===== config.mk =====
export PLATFORM = sky130hd
export DESIGN_NAME = cadence_gen_flat
export DESIGN_NICKNAME = d
export VERILOG_FILES = /design/src/rtl/cadence_gen_if.sv /design/src/rtl/cadence_gen.sv /design/src/flat_wrapper.sv
export SDC_FILE = /design/constraint.sdc
export NUM_CORES = 1
export LEC_CHECK = 0
export CAP_MARGIN = 20
export CORE_MARGIN = 5
export CORE_UTILIZATION = 29
export DETAILED_ROUTE_END_ITERATION = 10
export PLACE_DENSITY = 0.49
export SYNTH_ARGS = -nofsm -noshare
export SYNTH_HDL_FRONTEND = slang
export SYNTH_SLANG_ARGS = --single-unit

===== constraint.sdc =====
create_clock -name clk -period 9.14 [get_ports clk]
set_input_delay 1.828 -clock clk [delete_from_list [all_inputs] [get_ports clk]]
set_output_delay 1.828 -clock clk [all_outputs]
set_load 0.02 [all_outputs]

===== src/rtl/cadence_gen_if.sv =====
// Control/status bundle for the cadence sensor emulator.
// master drives the request side; slave is the generator itself.
`timescale 1ns/1ps
interface cadence_gen_if;
  logic       en;
  logic [7:0] cad_per;
  logic       bounce_en;
  logic       cadence;
  logic       cad_rise;
  logic       running;
  logic [7:0] per_latched;

  modport master (
    output en, cad_per, bounce_en,
    input  cadence, cad_rise, running, per_latched
  );

  modport slave (
    input  en, cad_per, bounce_en,
    output cadence, cad_rise, running, per_latched
  );
endinterface


===== src/rtl/cadence_gen.sv =====
// Pedal-cadence sensor emulator: square wave with a period programmed in the
// measurement block's 8-bit units, plus optional contact-bounce glitches.
`timescale 1ns/1ps
module cadence_gen #(
  parameter int unsigned FAST_SIM = 0
) (
  input logic           clk,
  input logic           rst_n,
  cadence_gen_if.slave  bus
);

  typedef enum logic [1:0] {STOP, HIGH, LOW} state_t;

  localparam logic [7:0] NOT_PEDALING = 8'hE4;

  state_t      state, state_d;
  logic [23:0] cnt, cnt_d;
  logic [7:0]  per_q, per_d;
  logic        cadence_q, cadence_d;
  logic        rise_q, rise_d;
  logic        running_q;
  logic        per_valid;
  logic [23:0] p_cur, h_cur, h_nxt, phase_nxt;

  function automatic logic [23:0] period_of(input logic [7:0] per);
    if (FAST_SIM != 0) return {9'd0, per, 7'd0};
    else               return {per, 16'd0};
  endfunction

  assign per_valid = (bus.cad_per != 8'h00) && (bus.cad_per < NOT_PEDALING);
  assign p_cur     = period_of(per_q);
  assign h_cur     = p_cur >> 1;

  always_comb begin
    state_d = state;
    cnt_d   = cnt;
    per_d   = per_q;
    rise_d  = 1'b0;
    case (state)
      STOP: begin
        if (bus.en && per_valid) begin
          state_d = HIGH;
          cnt_d   = '0;
          per_d   = bus.cad_per;
          rise_d  = 1'b1;
        end
      end
      HIGH: begin
        cnt_d = cnt + 24'd1;
        if (cnt == h_cur - 24'd1) state_d = LOW;
      end
      LOW: begin
        if (cnt == p_cur - 24'd1) begin
          cnt_d = '0;
          if (bus.en && per_valid) begin
            state_d = HIGH;
            per_d   = bus.cad_per;
            rise_d  = 1'b1;
          end else begin
            state_d = STOP;
            per_d   = NOT_PEDALING;
          end
        end else begin
          cnt_d = cnt + 24'd1;
        end
      end
      default: state_d = STOP;
    endcase
  end

  // Outputs are registered from next-state values so cadence tracks the
  // state it belongs to; bounce phase is taken relative to the half it sits in.
  assign h_nxt     = period_of(per_d) >> 1;
  assign phase_nxt = (state_d == LOW) ? (cnt_d - h_nxt) : cnt_d;

  always_comb begin
    cadence_d = (state_d == HIGH);
    if (bus.bounce_en && (state_d != STOP) &&
        ((phase_nxt == 24'd2) || (phase_nxt == 24'd5)))
      cadence_d = ~cadence_d;
  end

  always_ff @(posedge clk or negedge rst_n) begin
    if (!rst_n) begin
      state     <= STOP;
      cnt       <= '0;
      per_q     <= NOT_PEDALING;
      cadence_q <= 1'b0;
      rise_q    <= 1'b0;
      running_q <= 1'b0;
    end else begin
      state     <= state_d;
      cnt       <= cnt_d;
      per_q     <= per_d;
      cadence_q <= cadence_d;
      rise_q    <= rise_d;
      running_q <= (state_d != STOP);
    end
  end

  assign bus.cadence     = cadence_q;
  assign bus.cad_rise    = rise_q;
  assign bus.running     = running_q;
  assign bus.per_latched = per_q;

endmodule


===== src/flat_wrapper.sv =====
// flat-port wrapper written by rule: the top's interface ports become plain ports
module cadence_gen_flat 
#(
  parameter int unsigned FAST_SIM = 0
)
  (clk, rst_n, bus_en, bus_cad_per, bus_bounce_en, bus_cadence, bus_cad_rise, bus_running, bus_per_latched);
  cadence_gen_if bus_i ();
  input logic clk;
  input logic rst_n;
  input wire logic [$bits(bus_i.en)-1:0] bus_en;
  input wire logic [$bits(bus_i.cad_per)-1:0] bus_cad_per;
  input wire logic [$bits(bus_i.bounce_en)-1:0] bus_bounce_en;
  output wire logic [$bits(bus_i.cadence)-1:0] bus_cadence;
  output wire logic [$bits(bus_i.cad_rise)-1:0] bus_cad_rise;
  output wire logic [$bits(bus_i.running)-1:0] bus_running;
  output wire logic [$bits(bus_i.per_latched)-1:0] bus_per_latched;
  assign bus_i.en = bus_en;
  assign bus_i.cad_per = bus_cad_per;
  assign bus_i.bounce_en = bus_bounce_en;
  assign bus_cadence = bus_i.cadence;
  assign bus_cad_rise = bus_i.cad_rise;
  assign bus_running = bus_i.running;
  assign bus_per_latched = bus_i.per_latched;
  cadence_gen #(.FAST_SIM(FAST_SIM)) u_core (.clk(clk), .rst_n(rst_n), .bus(bus_i));
endmodule

==> Implementation_results.wiki <==
{| class="wikitable"
! Metric !! Value
|-
| Run status || finished, final reports clean
|-
| Xor and xnor fraction of the mapped netlist area || 8.99%
|-
| Slew Viols, Final || 0
|-
| Area of placed instances || 0.00347 sq mm
|-
| Detail-routed net length per standard cell || 18.1 microns
|-
| Most common library cell in the layout ignoring fill and taps || sky130_fd_sc_hd__nand2_1
|-
| Worst r2r dst || u_core.bus.cadence
|-
| CP max FO || 8
|-
| Total Routing Usage GR || 14.7%
|-
| Worst Hold Depth || 2
|-
| Detailed-router iteration count before antenna repair || 5
|-
| Leakage power summed over all cells || 1.39 nW
|-
| Leading post-synthesis cells by cell area || sky130_fd_sc_hd__dfrtp_1, sky130_fd_sc_hd__xnor2_1, sky130_fd_sc_hd__nand2_1
|-
| CTS root buf || sky130_fd_sc_hd__clkbuf_16
|-
| Number of placed instances, taps included || 521
|-
| Family with the most delay on the worst path || simple AND/OR/NAND/NOR gates
|-
| Initial Utilization || 29.8%
|-
| Die W || 116 microns
|-
| Endpoint required time on the critical path || 9.34 ns
|-
| Worst-path clk slew || 0.06 ns
|-
| Area grow syn2layout || 12.3%
|-
| Total of warnings raised by yosys || 0
|-
| Sum of overflow across all layers after global routing || 0
|-
| Commonest register cell after synthesis || sky130_fd_sc_hd__dfrtp_1
|-
| Minimum setup slack in the final design || 2.68 ns
|-
| Library cells used by synthesis || 79
|-
| Metal2 WL || 4.18 mm
|-
| Die Height || 116 microns
|-
| Total Power Consumption || 0.395 mW
|-
| I/O pin cnt || 23
|-
| Pre-CTS WS || 2.46 ns
|-
| Area of the core || 0.0109 sq mm
|-
| Top-area cell type share of the netlist area || 25.4%
|-
| Fraction of final layout cells with drive strength greater than 1 || 11.0%
|-
| Number of nets in the final layout || 412
|-
| Unrepaired setup endpoints after global routing || no
|-
| Highest-count cells in the layout ignoring fill and taps || sky130_fd_sc_hd__nand2_1, sky130_fd_sc_hd__dfrtp_1, sky130_fd_sc_hd__nor2_1, sky130_fd_sc_hd__a21oi_1
|-
| RePlAce Congestion || 0.870
|-
| Simple-gate portion of the synthesized area || 27.4%
|-
| Number of buffers on the longest clock path || 2
|-
| Depth of the CTS H-tree || 2
|-
| Startpoint of the lowest-slack register-to-register path || u_core.cnt[0]
|-
| Crit end category || register
|-
| Number of resized instances in the post-cts repair step || 0
|-
| Worst path cell trace || clkdlybuf4s50_1, or3_1, o41a_1, a21oi_1, nor2_1, nand2_1, a31o_1, inv_1, ha_1, inv_1, fa_1, a21oi_1, nor2_1, nor2_1, xnor2_1, nor4_1, a22o_2, nand4b_1, or4_4, nor4_2, o21bai_1
|-
| Buffering stage count on the worst path with inverters included || 3
|-
| Mean number of vias per cell || 5.68
|-
| CTS Hold Bufs || 0
|-
| DP Wirelength || 7.42 mm
|-
| Wire length of the first global-routing pass || 15.5 mm
|-
| Post-synthesis cell area || 0.00326 sq mm
|-
| Worst hold slack across all endpoints || 0.593 ns
|-
| TritonCTS clock tree || yes
|-
| Gate count after technology mapping || 380
|-
| Number of synthesized flops with an enable pin || 0
|-
| Number of setup buffers added after CTS || 0
|-
| DRC || 0
|-
| Filler cells || 1153
|-
| Min cycle time layout || 6.46 ns
|-
| Cell with the most instances on the worst path || sky130_fd_sc_hd__nor2_1
|-
| Max-cap viol count || 0
|-
| Seq/Total Area, Yosys || 28.6%
|-
| Number of setup violations in the final report || 0
|-
| Average cell area after synthesis || 8.57 sq um
|-
| Cell at the slowest stage of the critical path || sky130_fd_sc_hd__a21oi_1
|-
| Insertion delay to the later sink of the worst-skew pair || 0.28 ns
|-
| Fraction of the mapped netlist area in adder cells || 4.46%
|-
| Maximum vdd drop || 0.0699 mV
|-
| TritonCTS Buffers || 5
|-
| Hold_sp || u_core.cnt[14]
|-
| Dominant cell type by area after synthesis || sky130_fd_sc_hd__dfrtp_1
|-
| Total of buffers placed on input and output ports || 22
|-
| Die area || 0.0135 sq mm
|-
| Wire length after detailed routing || 9.58 mm
|-
| Final std cell area, no fill || 0.00366 sq mm
|-
| Data arrival time of the critical path || 6.66 ns
|-
| # diodes || 0
|-
| Number of standard cells in the layout, taps in and fillers out || 530
|-
| Fmax || 155 MHz
|-
| Uppermost layer routed || met4
|-
| Fin Setup TNS || 0 ns
|-
| Via count || 3009
|-
| Reg2reg path depth || 22
|-
| Destination of the worst hold path || u_core.cnt[14]
|-
| Total power density per cell area || 108 mW/mm^2
|-
| Routed length on met3 || 321 microns
|-
| Start-to-end type of the worst setup path || input pin to register
|-
| Via count of the first global-routing pass || 2758
|-
| Worst R2R Setup Slack || 3.06 ns
|-
| Num rows || 38
|-
| Mux contribution to synthesized area || 0.730%
|-
| Maximum cell stage delay along the critical path || 0.53 ns
|-
| Min-Delay Path Class || register to register
|-
| Combined area of the multi-input logic cells || 0.00206 sq mm
|-
| Combinational family with the most area after synthesis || simple AND/OR/NAND/NOR gates
|-
| Share of synthesized flip-flops with an asynchronous set or reset || 100%
|-
| Kind of launch point of the worst setup path || input pin
|-
| Syn_nets || 403
|-
| Transition time at the pin with the least slew margin || 0.846 ns
|-
| Skew final || 0.00560 ns
|-
| Routed length on met1 || 4.93 mm
|-
| DRT antenna net count || 0
|-
| Initial antenna violation count || 0
|-
| Fin util || 33.4%
|-
| Register cell area after layout || 931 sq um
|-
| Clock sink total || 37
|-
| Worst slew margin relative to its limit || 43.6%
|-
| Endpoints failing hold || 0
|-
| Flops & latches, synth || 37
|-
| Initial DRC count || 191
|-
| Post-route fraction of the period consumed by the critical path || 70.6%
|-
| Fraction of the mapped netlist area in compound gates || 21.7%
|-
| Pin count of the biggest net entering global routing || 38
|}
==> state kept, by name, summed over array words and instances (netlist names) <==
signal	flops
u_core.state	2
u_core.cnt	24
u_core.bus.cadence	1
u_core.bus.per_latched	8
u_core.bus.running	1
u_core.bus.cad_rise	1
==> power breakdown <==
group | switching, mW | total, mW | internal, mW
clock | 0.0695 | 0.206 | 0.136
combinational | 0.00905 | 0.0173 | 0.00827
sequential | 0.00522 | 0.172 | 0.167
total | 0.0838 | 0.395 | 0.311
==> how the worst max path moves through the flow <==
stage | from | endpoint | cells after the start | slack (ns)
floorplan | bus_cad_per[3] | u_core.bus.cadence | 19 | 3.47
global placement | bus_cad_per[3] | u_core.bus.cadence | 21 | 2.62
detailed placement | bus_cad_per[3] | u_core.bus.cadence | 21 | 2.46
CTS | bus_cad_per[3] | u_core.bus.cadence | 21 | 2.69
global route | bus_cad_per[3] | u_core.bus.cadence | 21 | 2.29
finish | bus_cad_per[3] | u_core.bus.cadence | 21 | 2.68
==> cell type report <==
cell class	count	area share, %
Tap cell	140	4.79
Inverter	21	2.16
Clock inverter	2	1.03
Timing Repair Buffer	25	6.37
Sequential cell	37	25.5
Multi-Input combinational cell	299	56.4
Clock buffer	6	3.80
==> worst register-to-register path: cells and delay by family, from the launching register on <==
family                   cells  cell delay, ns
AND/OR/NAND/NOR             12            3.69
XOR/XNOR                     1            0.08
buffers and inverters        2            0.12
AO/OA/AOI/OAI                4            0.75
adder cells (fa/ha/maj)      3            0.88
flip-flops                   1            0.47
==> routing by layer <==
metal / up-vias / global-route usage, %
li1: 1431 / -
met1: 1471 / 22.7
met2: 91 / 21.8
met3: 16 / 1.36
met4: 0 / 4.25
met5: - / 0
==> cells in the mapped netlist, types with 3 or more instances <==
cell	number
sky130_fd_sc_hd__nand2_1	37
sky130_fd_sc_hd__or4_4	3
sky130_fd_sc_hd__buf_6	5
sky130_fd_sc_hd__o21a_1	3
sky130_fd_sc_hd__or2_2	3
sky130_fd_sc_hd__nor3_1	10
sky130_fd_sc_hd__nor4b_1	4
sky130_fd_sc_hd__nor4_1	7
sky130_fd_sc_hd__clkbuf_8	4
sky130_fd_sc_hd__xnor2_1	21
sky130_fd_sc_hd__nor2_1	22
sky130_fd_sc_hd__nand3_1	17
sky130_fd_sc_hd__a21oi_1	22
sky130_fd_sc_hd__o211ai_1	4
sky130_fd_sc_hd__dfstp_2	4
sky130_fd_sc_hd__clkbuf_1	11
sky130_fd_sc_hd__nand4b_1	3
sky130_fd_sc_hd__xor2_1	7
sky130_fd_sc_hd__o31ai_1	4
sky130_fd_sc_hd__a22oi_1	4
sky130_fd_sc_hd__or3_1	9
sky130_fd_sc_hd__ha_1	10
sky130_fd_sc_hd__nand4_1	10
sky130_fd_sc_hd__a31oi_1	8
sky130_fd_sc_hd__inv_1	21
sky130_fd_sc_hd__a21o_1	4
sky130_fd_sc_hd__a21o_2	3
sky130_fd_sc_hd__and3_1	4
sky130_fd_sc_hd__o21ai_0	11
sky130_fd_sc_hd__or2b_2	3
sky130_fd_sc_hd__and2_1	3
sky130_fd_sc_hd__nand2b_1	3
sky130_fd_sc_hd__o22ai_1	5
sky130_fd_sc_hd__dfrtp_1	33
sky130_fd_sc_hd__o21bai_1	3
==> cells by family (layout without fill, tap and decap cells) <==
group / count (synthesis) / after routing
flops: 37 / 37
fa+ha+maj: 11 / 11
mux: 2 / 2
buf+inv: 44 / 54
xor+xnor: 30 / 30
compound gates: 100 / 100
simple gates: 156 / 156
Power figures use the tool's default switching activity.
